**config.mk**
```make
export PLATFORM = sky130hd
export DESIGN_NAME = exe_stage
export DESIGN_NICKNAME = d
export VERILOG_FILES = /design/src/rtl/exe_stage.sv
export SDC_FILE = /design/constraint.sdc
export NUM_CORES = 1
export LEC_CHECK = 0
export CAP_MARGIN = 30
export CORE_MARGIN = 10
export CORE_UTILIZATION = 37
export DETAILED_ROUTE_END_ITERATION = 7
export PLACE_DENSITY = 0.58
export SETUP_SLACK_MARGIN = 0.3
export SYNTH_ARGS = -nofsm -noshare
export SYNTH_HDL_FRONTEND = slang
export SYNTH_SLANG_ARGS = --single-unit
```
**constraint.sdc**
```tcl
create_clock -name clk -period 7.85 [get_ports clk]
set_input_delay 1.57 -clock clk [delete_from_list [all_inputs] [get_ports clk]]
set_output_delay 1.57 -clock clk [all_outputs]
set_load 0.01 [all_outputs]
```
**src/rtl/exe_stage.sv**
```systemverilog
// exe_stage: execute stage of the 5-stage ARM pipeline.
//
// Consumes the ID/EXE register outputs. It builds the second ALU operand
// (Val2), runs the ALU and computes the branch target. It also owns the
// NZCV status register that feeds the condition check in ID. Results are
// captured in an internal EXE/MEM bank, so they appear one cycle after
// the instruction is presented.
//
// Optional feature: define EXE_FWD_EN to select operands through the
// forwarding muxes (sel_src1/sel_src2 choosing ID value, fwd_mem_val or
// fwd_wb_val). Without it, sel_src*/fwd_* are ignored.
//
// Ports:
//   clk, rst            rising-edge clock, asynchronous active-low reset
//   freeze              memory stall: EXE/MEM bank and status hold
//   wb_en_in, mem_r_en_in, mem_w_en_in, exe_cmd_in, b_in, s_in, imm_in,
//   pc_in, value_rn_in, value_rm_in, shift_operand_in, imm_signed_24_in,
//   dest_in             instruction fields from ID/EXE
//   sel_src1, sel_src2, fwd_mem_val, fwd_wb_val   forwarding inputs
//   branch_taken, branch_address   combinational branch outputs
//   status              registered NZCV ({N,Z,C,V})
//   wb_en, mem_r_en, mem_w_en, alu_result, st_value, dest   EXE/MEM bank
//
// Flow control: there is no valid/ready pair. freeze=1 is a stall. While
// it is high, the bank and status keep their values. Upstream must keep
// its inputs stable until freeze drops.

module exe_stage #(
  parameter logic [3:0] STATUS_RST = 4'b0000
) (
  input  logic        clk,
  input  logic        rst,
  input  logic        freeze,
  input  logic        wb_en_in,
  input  logic        mem_r_en_in,
  input  logic        mem_w_en_in,
  input  logic [3:0]  exe_cmd_in,
  input  logic        b_in,
  input  logic        s_in,
  input  logic        imm_in,
  input  logic [31:0] pc_in,
  input  logic [31:0] value_rn_in,
  input  logic [31:0] value_rm_in,
  input  logic [11:0] shift_operand_in,
  input  logic [23:0] imm_signed_24_in,
  input  logic [3:0]  dest_in,
  input  logic [1:0]  sel_src1,
  input  logic [1:0]  sel_src2,
  input  logic [31:0] fwd_mem_val,
  input  logic [31:0] fwd_wb_val,
  output logic        branch_taken,
  output logic [31:0] branch_address,
  output logic [3:0]  status,
  output logic        wb_en,
  output logic        mem_r_en,
  output logic        mem_w_en,
  output logic [31:0] alu_result,
  output logic [31:0] st_value,
  output logic [3:0]  dest
);

  localparam logic [3:0] CMD_MOV = 4'b0001;
  localparam logic [3:0] CMD_MVN = 4'b1001;
  localparam logic [3:0] CMD_ADD = 4'b0010;
  localparam logic [3:0] CMD_ADC = 4'b0011;
  localparam logic [3:0] CMD_SUB = 4'b0100;
  localparam logic [3:0] CMD_SBC = 4'b0101;
  localparam logic [3:0] CMD_AND = 4'b0110;
  localparam logic [3:0] CMD_ORR = 4'b0111;
  localparam logic [3:0] CMD_EOR = 4'b1000;

  logic [31:0] op_rn;
  logic [31:0] op_rm;

  // ---------------- operand selection ----------------
`ifdef EXE_FWD_EN
  // Code 11 is unused by the hazard unit and falls back to the ID value.
  always_comb begin
    case (sel_src1)
      2'b01:   op_rn = fwd_mem_val;
      2'b10:   op_rn = fwd_wb_val;
      default: op_rn = value_rn_in;
    endcase
  end

  always_comb begin
    case (sel_src2)
      2'b01:   op_rm = fwd_mem_val;
      2'b10:   op_rm = fwd_wb_val;
      default: op_rm = value_rm_in;
    endcase
  end
`else
  assign op_rn = value_rn_in;
  assign op_rm = value_rm_in;

  logic unused_fwd;
  assign unused_fwd = ^{sel_src1, sel_src2, fwd_mem_val, fwd_wb_val};
`endif

  // ---------------- Val2 generation ----------------
  logic [31:0] imm32;
  logic [4:0]  rot_amt;
  logic [31:0] imm_rot;
  logic [4:0]  sh_amt;
  logic [31:0] rm_shifted;
  logic [31:0] val2;

  assign imm32   = {24'd0, shift_operand_in[7:0]};
  assign rot_amt = {shift_operand_in[11:8], 1'b0};
  // A left shift by 32 yields 0, so a rotate by 0 returns imm32 unchanged.
  assign imm_rot = (imm32 >> rot_amt) | (imm32 << (6'd32 - {1'b0, rot_amt}));
  assign sh_amt  = shift_operand_in[11:7];

  always_comb begin
    rm_shifted = op_rm;
    case (shift_operand_in[6:5])
      2'b00: rm_shifted = op_rm << sh_amt;
      2'b01: rm_shifted = op_rm >> sh_amt;
      2'b10: rm_shifted = $signed(op_rm) >>> sh_amt;
      2'b11: rm_shifted = (op_rm >> sh_amt) | (op_rm << (6'd32 - {1'b0, sh_amt}));
      default: rm_shifted = op_rm;
    endcase
  end

  always_comb begin
    if (mem_r_en_in || mem_w_en_in) val2 = {20'd0, shift_operand_in};
    else if (imm_in)                val2 = imm_rot;
    else                            val2 = rm_shifted;
  end

  // ---------------- ALU ----------------
  // The add and subtract commands share one 33-bit adder. A subtract
  // becomes Rn + ~Val2 + cin, so the carry out is the ARM not-borrow.
  logic        is_sub;
  logic        add_cin;
  logic [31:0] add_b;
  logic [32:0] sum;
  logic        add_v;

  assign is_sub = (exe_cmd_in == CMD_SUB) || (exe_cmd_in == CMD_SBC);
  assign add_b  = is_sub ? ~val2 : val2;

  always_comb begin
    case (exe_cmd_in)
      CMD_SUB:          add_cin = 1'b1;
      CMD_ADC, CMD_SBC: add_cin = status[1];
      default:          add_cin = 1'b0;
    endcase
  end

  assign sum   = {1'b0, op_rn} + {1'b0, add_b} + {32'd0, add_cin};
  assign add_v = (op_rn[31] == add_b[31]) && (sum[31] != op_rn[31]);

  logic [31:0] alu_res;
  logic        n_next;
  logic        z_next;
  logic        c_next;
  logic        v_next;

  always_comb begin
    alu_res = 32'd0;
    c_next  = status[1];
    v_next  = status[0];
    case (exe_cmd_in)
      CMD_MOV: alu_res = val2;
      CMD_MVN: alu_res = ~val2;
      CMD_ADD, CMD_ADC, CMD_SUB, CMD_SBC: begin
        alu_res = sum[31:0];
        c_next  = sum[32];
        v_next  = add_v;
      end
      CMD_AND: alu_res = op_rn & val2;
      CMD_ORR: alu_res = op_rn | val2;
      CMD_EOR: alu_res = op_rn ^ val2;
      default: alu_res = 32'd0;
    endcase
    n_next = alu_res[31];
    z_next = (alu_res == 32'd0);
  end

  // ---------------- branch ----------------
  assign branch_taken   = b_in;
  assign branch_address = pc_in + {{6{imm_signed_24_in[23]}}, imm_signed_24_in, 2'b00};

  // ---------------- status register ----------------
  always_ff @(posedge clk or negedge rst) begin
    if (!rst)                 status <= STATUS_RST;
    else if (s_in && !freeze) status <= {n_next, z_next, c_next, v_next};
  end

  // ---------------- EXE/MEM bank ----------------
  always_ff @(posedge clk or negedge rst) begin
    if (!rst) begin
      wb_en      <= 1'b0;
      mem_r_en   <= 1'b0;
      mem_w_en   <= 1'b0;
      alu_result <= 32'd0;
      st_value   <= 32'd0;
      dest       <= 4'd0;
    end else if (!freeze) begin
      wb_en      <= wb_en_in;
      mem_r_en   <= mem_r_en_in;
      mem_w_en   <= mem_w_en_in;
      alu_result <= alu_res;
      st_value   <= op_rm;
      dest       <= dest_in;
    end
  end

endmodule

```
==> flow_metrics.tcl, run 1 <==
set metrics [dict create \
    worstSetupPathType "in2reg" \
    grt_pass1_wl_mm 125 \
    whs_ps 493 \
    synth_top_family_by_area "compound AO/OA/AOI/OAI gates" \
    cp.arrival_ps 7820 \
    antenna_found_initial 1 \
    yosys-top-cells-area "dfrtp_1 11%, ha_1 9.7%, mux4_2 8.8%" \
    period_share_pct 95.8 \
    die_area_mm2 0.0531 \
    max_freq_ghz 0.133 \
    min_period_ps 7520 \
    outcome "finished, final reports clean" \
    grt_overflow_total 0 \
    place_congestion 1.11 \
    coreArea_mm2 0.0440 \
    clock_latency_ps 390 \
    clock-root-buffer "clkbuf_16" \
    ys_types 94 \
    synthCells 2052 \
    seq_area_frac_synth_pct 11.5 \
    grt_max_degree 45 \
    drt_first_pass_iters 5 \
    synthAdderAreaFrac_pct 10.1 \
    ios 325 \
    layout_commonest_cell "buf_4" \
    synthFlopType "dfrtp_1" \
    maxSlewHeadroom_pct 45.6 \
    slowest_stage "mux2i_2" \
    synth_edf_count 0 \
    mostFrequentLayoutCells "471 x buf_4, 236 x clkdlybuf4s50_1, 169 x nor2_1" \
    totalWireLength_mm 84.2 \
    cpMostUsedCell "buf_4" \
    syn_nets 2399 \
    power_density_mw_per_mm2 123 \
    viasPerCell 5.99 \
    fp.dieW_um 230 \
    antenna_left 0 \
    synth_top_area_cell "dfrtp_1" \
    rsz0062_at_grt "true" \
    p_leak_nw 10.1 \
    portBuffers 250 \
    synth-xor-area-share_pct 5.97 \
    numCtsBuffers 9 \
    synth_compound_area_share_pct 24.8 \
    drc 0 \
    area_growth_pct 40.3 \
    dp.cells 3189 \
    worstSetupEndpointType "flip-flop" \
    syn_avg_cell_area_um2 7.98 \
    crit_required_ps 8140 \
    start_util_pct 37.2 \
    fin_nets 2957 \
    path_clk_slew_ps 60 \
    grt_util_all_layers_pct 30.8 \
    max_stage_delay_ps 450 \
    synthSimpleGateAreaFrac_pct 16.1 \
    min-delay-path-class "reg2reg" \
    finalCoreUtilization_pct 52.2 \
    cts_tree "done" \
    final_cells 3208 \
    synth.area.mux_share_pct 23.7 \
    drv_slew 0 \
    critPathLaunchType "input port" \
    fill_cells 4395 \
    final.setup_skew_ps 4.50 \
    synth_top_area_share_pct 11.5 \
    synth_seq_cells 75 \
    ys_async_sr_fraction_pct 100 \
    vias 19200 \
    cts_buffer_depth 2 \
    row_count 77 \
    post_drt_wl_per_cell_um 26.3 \
    hpwl_mm 68.6 \
    max-cap-violations 0 \
    htreeDepth 3 \
    fin_setup_tns_ps 0 \
    drt_iter0_markers 1787 \
    syn_area_mm2 0.0164 \
    ctsHoldBuffers 0 \
    setup_viol 0 \
    hold_viol_final 0 \
    grt_pass1_vias 19100 \
    yosysWarnings 0 \
    fin_total_pwr_mw 2.83 \
    ir_drop_mv 0.111 \
    critPathMaxFanout 21 \
    cts_sinks 75 \
    worst_slew_pin_slew_ps 811 \
    drive_above_1_share_pct 29.0 \
    fp.dieH_um 230 \
]
## metrics by stage
step           instance area [um^2]  setup slack (ps)
6_report                      23000               326
5_1_grt                       23000               218
4_1_cts                       22900               306
3_5_place_dp                  22400              -602
3_3_place_gp                  22400              -562
2_1_floorplan                 16400               331
## per-layer routing
| metal | vias to the layer above | global-route usage [%] | share of wire, % |
|---|---|---|---|
| li1 | 8789 | - | - |
| met1 | 9343 | 36.0 | 40 |
| met2 | 841 | 51.7 | 47 |
| met3 | 227 | 4.27 | 5.9 |
| met4 | 0 | 21.0 | 7.5 |
| met5 | - | 0 | 0 |
## critical path: cells and delay by family
family,cells,cell delay (ps)
AO/OA/AOI/OAI,8,1990
adder cells (fa/ha/maj),1,220
multiplexers,2,700
XOR/XNOR,2,210
buffers and inverters,8,1410
AND/OR/NAND/NOR,7,1630
## synth_stat cells (7+ instances only)
cell type,instances
nor3b_1,7
and2_1,11
nor4_1,11
xnor2_1,81
nor2b_1,21
dfrtp_1,75
o221ai_1,12
inv_1,102
o22ai_1,16
and3_1,12
mux2i_1,103
or2_2,10
nand3_1,53
nand4_1,13
a2111oi_0,11
xor2_1,27
ha_1,127
buf_1,17
nand2b_1,25
mux4_2,64
o211ai_1,30
nand2_1,165
mux2_2,120
a21o_1,33
nor2_1,169
nor3_1,29
a211oi_1,29
a221o_1,8
o21a_1,12
o2111ai_1,8
o311ai_0,7
buf_6,9
a22oi_1,21
o21ai_0,125
clkbuf_1,107
buf_2,21
or3_1,9
a31oi_1,32
buf_4,22
a22o_1,8
o31ai_1,9
a21oi_1,131
a221oi_1,23
## power breakdown
group | total (mW) | switching, mW | internal [mW]
combinational | 1.88 | 0.975 | 0.902
sequential | 0.470 | 0.0284 | 0.441
clock | 0.479 | 0.192 | 0.287
## what timing repair did
item / CTS / global route
setup endpoints to repair: 1 / 4
pin swaps: 3 / 9
gates resized for setup: 27 / 20
hold endpoints to repair: 0 / 0
setup buffers: 1 / 1
## flip-flops by register name (all words and copies together), names as in the netlist
signal / cells
st_value: 32
wb_en: 1
status: 4
dest: 4
mem_w_en: 1
alu_result: 32
mem_r_en: 1
## path summary, 6_finish.rpt
path                                          start       endpoint  slack, ps  cells after the start
max in group asynchronous                       rst    st_value[2]       5670                      2
worst min-delay path                      status[0]      status[0]        490                      2
worst min register to register            status[0]      status[0]        490                      2
min in group asynchronous                       rst  alu_result[3]       1120                      1
worst max-delay path            shift_operand_in[7]      status[2]        330                     28
worst max register to register            status[1]      status[2]       3080                     20
## area by class of cell
class                           instances  area, um^2  share of cell area, %
Clock buffer                           12         246                   1.07
Multi-Input combinational cell       1689       13500                   58.6
Inverter                              109         409                   1.78
Antenna cell                            1        2.50                 0.0109
Tap cell                              592         741                   3.22
Timing Repair Buffer                  726        6160                   26.8
Clock inverter                          4        73.8                  0.321
Sequential cell                        75        1880                   8.17
## cell families (layout without fill, tap and decap cells)
| logic type | count (synthesis) | count (layout) |
|---|---|---|
| compound gates | 600 | 600 |
| flops | 75 | 75 |
| fa+ha+maj | 130 | 130 |
| other cells | 0 | 1 |
| buf+inv | 288 | 851 |
| simple gates | 560 | 560 |
| xor+xnor | 110 | 110 |
| mux | 289 | 289 |
Power figures use the tool's default switching activity.
==> inputs of run 2 (changes only) <==
Settings changed: RECOVER_POWER set to 50.
==> run 2 against run 1 <==
Effect of this change: count of clock-buffer cells in the layout stayed put; register-to-register slack hardly changed; wire length hardly changed; largest cell class unchanged; sequential power hardly changed; the flow now finishes with violations (capacitance limit, slew limit); non-clock buffer count stayed put; first-iteration DRC count is 4.5% higher.
==> flow_metrics.tcl, run 2 (synthesis results as in run 1) <==
set metrics [dict create \
    grt_pass1_wl_mm 125 \
    p_comb_share_pct 66.4 \
    grt_util_all_layers_pct 30.8 \
    use_met1_pct 36.0 \
    antenna_left 0 \
    met3_usage_pct 4.27 \
    antenna_found_initial 1 \
    ctsHoldBuffers 0 \
    place_congestion 1.11 \
    vias 19300 \
    cts_sinks 75 \
    drt_first_pass_iters 6 \
    dp.cells 3189 \
    start_util_pct 37.2 \
    reg2reg_to "status[2]" \
    grt_overflow_total 0 \
    pwr-share-seq_pct 16.6 \
    min-delay-start "status[0]" \
    area_growth_pct 40.2 \
    clock-root-buffer "clkbuf_16" \
    cts_buffer_depth 2 \
    fp.dieW_um 230 \
    failed_checks "capacitance limit, slew limit" \
    max-cap-violations 4 \
    viasPerCell 6.00 \
    reg2reg_from "status[1]" \
    min_period_ps 7560 \
    min_path_cells 2 \
    whs_ps 493 \
    mostFrequentLayoutCells "466 x buf_4, 221 x clkdlybuf4s50_1, 169 x nor2_1" \
    worstSetupPathType "in2reg" \
    critPathLaunchType "input port" \
    p_sw_mw 1.20 \
    coreArea_mm2 0.0440 \
    p_leak_nw 10.1 \
    cp.arrival_ps 7860 \
    power_density_mw_per_mm2 123 \
    htreeDepth 3 \
    rsz0062_at_grt "true" \
    slowest_stage "mux2i_2" \
    cpMostUsedCell "buf_4" \
    hold_viol_final 0 \
    crit_required_ps 8150 \
    fin_area_mm2 0.0230 \
    min-delay-path-class "reg2reg" \
    worst_slew_pin_slew_ps 2600 \
    finalCoreUtilization_pct 52.1 \
    post-place-ws_ps -602 \
    hpwl_mm 68.6 \
    rr_worst_depth 20 \
    cts_tree "done" \
    max_stage_delay_ps 440 \
    numCtsBuffers 9 \
    path_clk_slew_ps 60 \
    drc 0 \
    fin_ws_ps 289 \
    worstSetupEndpointType "flip-flop" \
    holdPathEnd "status[0]" \
    fin_total_pwr_mw 2.82 \
    p_clk_share_pct 17.0 \
    clock_latency_ps 400 \
    fin_setup_tns_ps 0 \
    grt_use_met2_pct 51.7 \
    maxSlewHeadroom_pct -73.6 \
    fin_nets 2957 \
    outcome "finished, violations left" \
    period_share_pct 96.3 \
    critPathMaxFanout 21 \
    die_area_mm2 0.0531 \
    post_drt_wl_per_cell_um 26.2 \
    drt_iter0_markers 1868 \
    max_freq_ghz 0.132 \
    row_count 77 \
    layout_commonest_cell "buf_4" \
    ir_drop_mv 0.111 \
    drv_slew 147 \
    rrSetupSlack_ps 3070 \
    portBuffers 250 \
    swShare_pct 42.4 \
    top_usage_layer "met2" \
    fp.dieH_um 230 \
    drive_above_1_share_pct 28.8 \
    grt_max_degree 45 \
    place_area_mm2 0.0224 \
    setup_viol 0 \
    grt_pass1_vias 19100 \
    intPower_mw 1.63 \
    final.setup_skew_ps 5.28 \
    totalWireLength_mm 84.2 \
    final_cells 3208 \
    ios 325 \
    reg_top3 "alu_result (32), st_value (32)" \
]
==> run 2: cell count changes in the layout (fill, tap and decap cells not counted) <==
cell / change
buf_4: -5
clkbuf_1: +5
clkdlybuf4s50_1: -15
dlygate4sd3_1: +15
==> run 2: critical path, delay by kind of cell <==
family | cells | cell delay [ps]
multiplexers | 2 | 680
buffers and inverters | 8 | 1390
XOR/XNOR | 2 | 220
adder cells (fa/ha/maj) | 1 | 220
AND/OR/NAND/NOR | 7 | 1660
AO/OA/AOI/OAI | 8 | 2050
==> run 2: repair_timing <==
item / in CTS / in global routing
pin swaps: 3 / 9
buffers inserted: 1 / 1
resized for setup: 27 / 20
setup endpoints to repair: 1 / 4
==> run 2: worst max-delay path by stage <==
stage | startpoint | endpoint | slack (ps)
after global routing | value_rm_in[27] | status[2] | 220
after global placement | value_rm_in[30] | status[2] | -560
after detailed placement | value_rm_in[30] | status[2] | -600
after floorplan | shift_operand_in[8] | status[2] | 330
final | shift_operand_in[7] | status[2] | 290
after CTS | shift_operand_in[8] | status[2] | 310
==> run 2: power by group through the flow <==
stage / Combinational [mW] / Sequential [mW] / Clock, mW
after floorplan: 0.900 / 0.501 / 0
after global placement: 1.80 / 0.475 / 0
after detailed placement: 1.82 / 0.477 / 0
after CTS: 1.84 / 0.470 / 0.494
after global routing: 1.99 / 0.477 / 0.503
final: 1.87 / 0.469 / 0.480
==> run 2: area by class of cell <==
cell class	count	area [um^2]
clock inverter	4	73.8
antenna	1	2.50
tap	592	741
sequential	75	1880
multi-input combinational	1689	13500
clock buffer	12	246
inverter	109	409
timing repair buffer	726	6140
fill	4402	21100
==> run 2: metal layers <==
metal	up-vias	part of all wire [%]
li1	8787	-
met1	9399	40
met2	852	47
met3	219	5.7
met4	0	7.4
met5	-	0
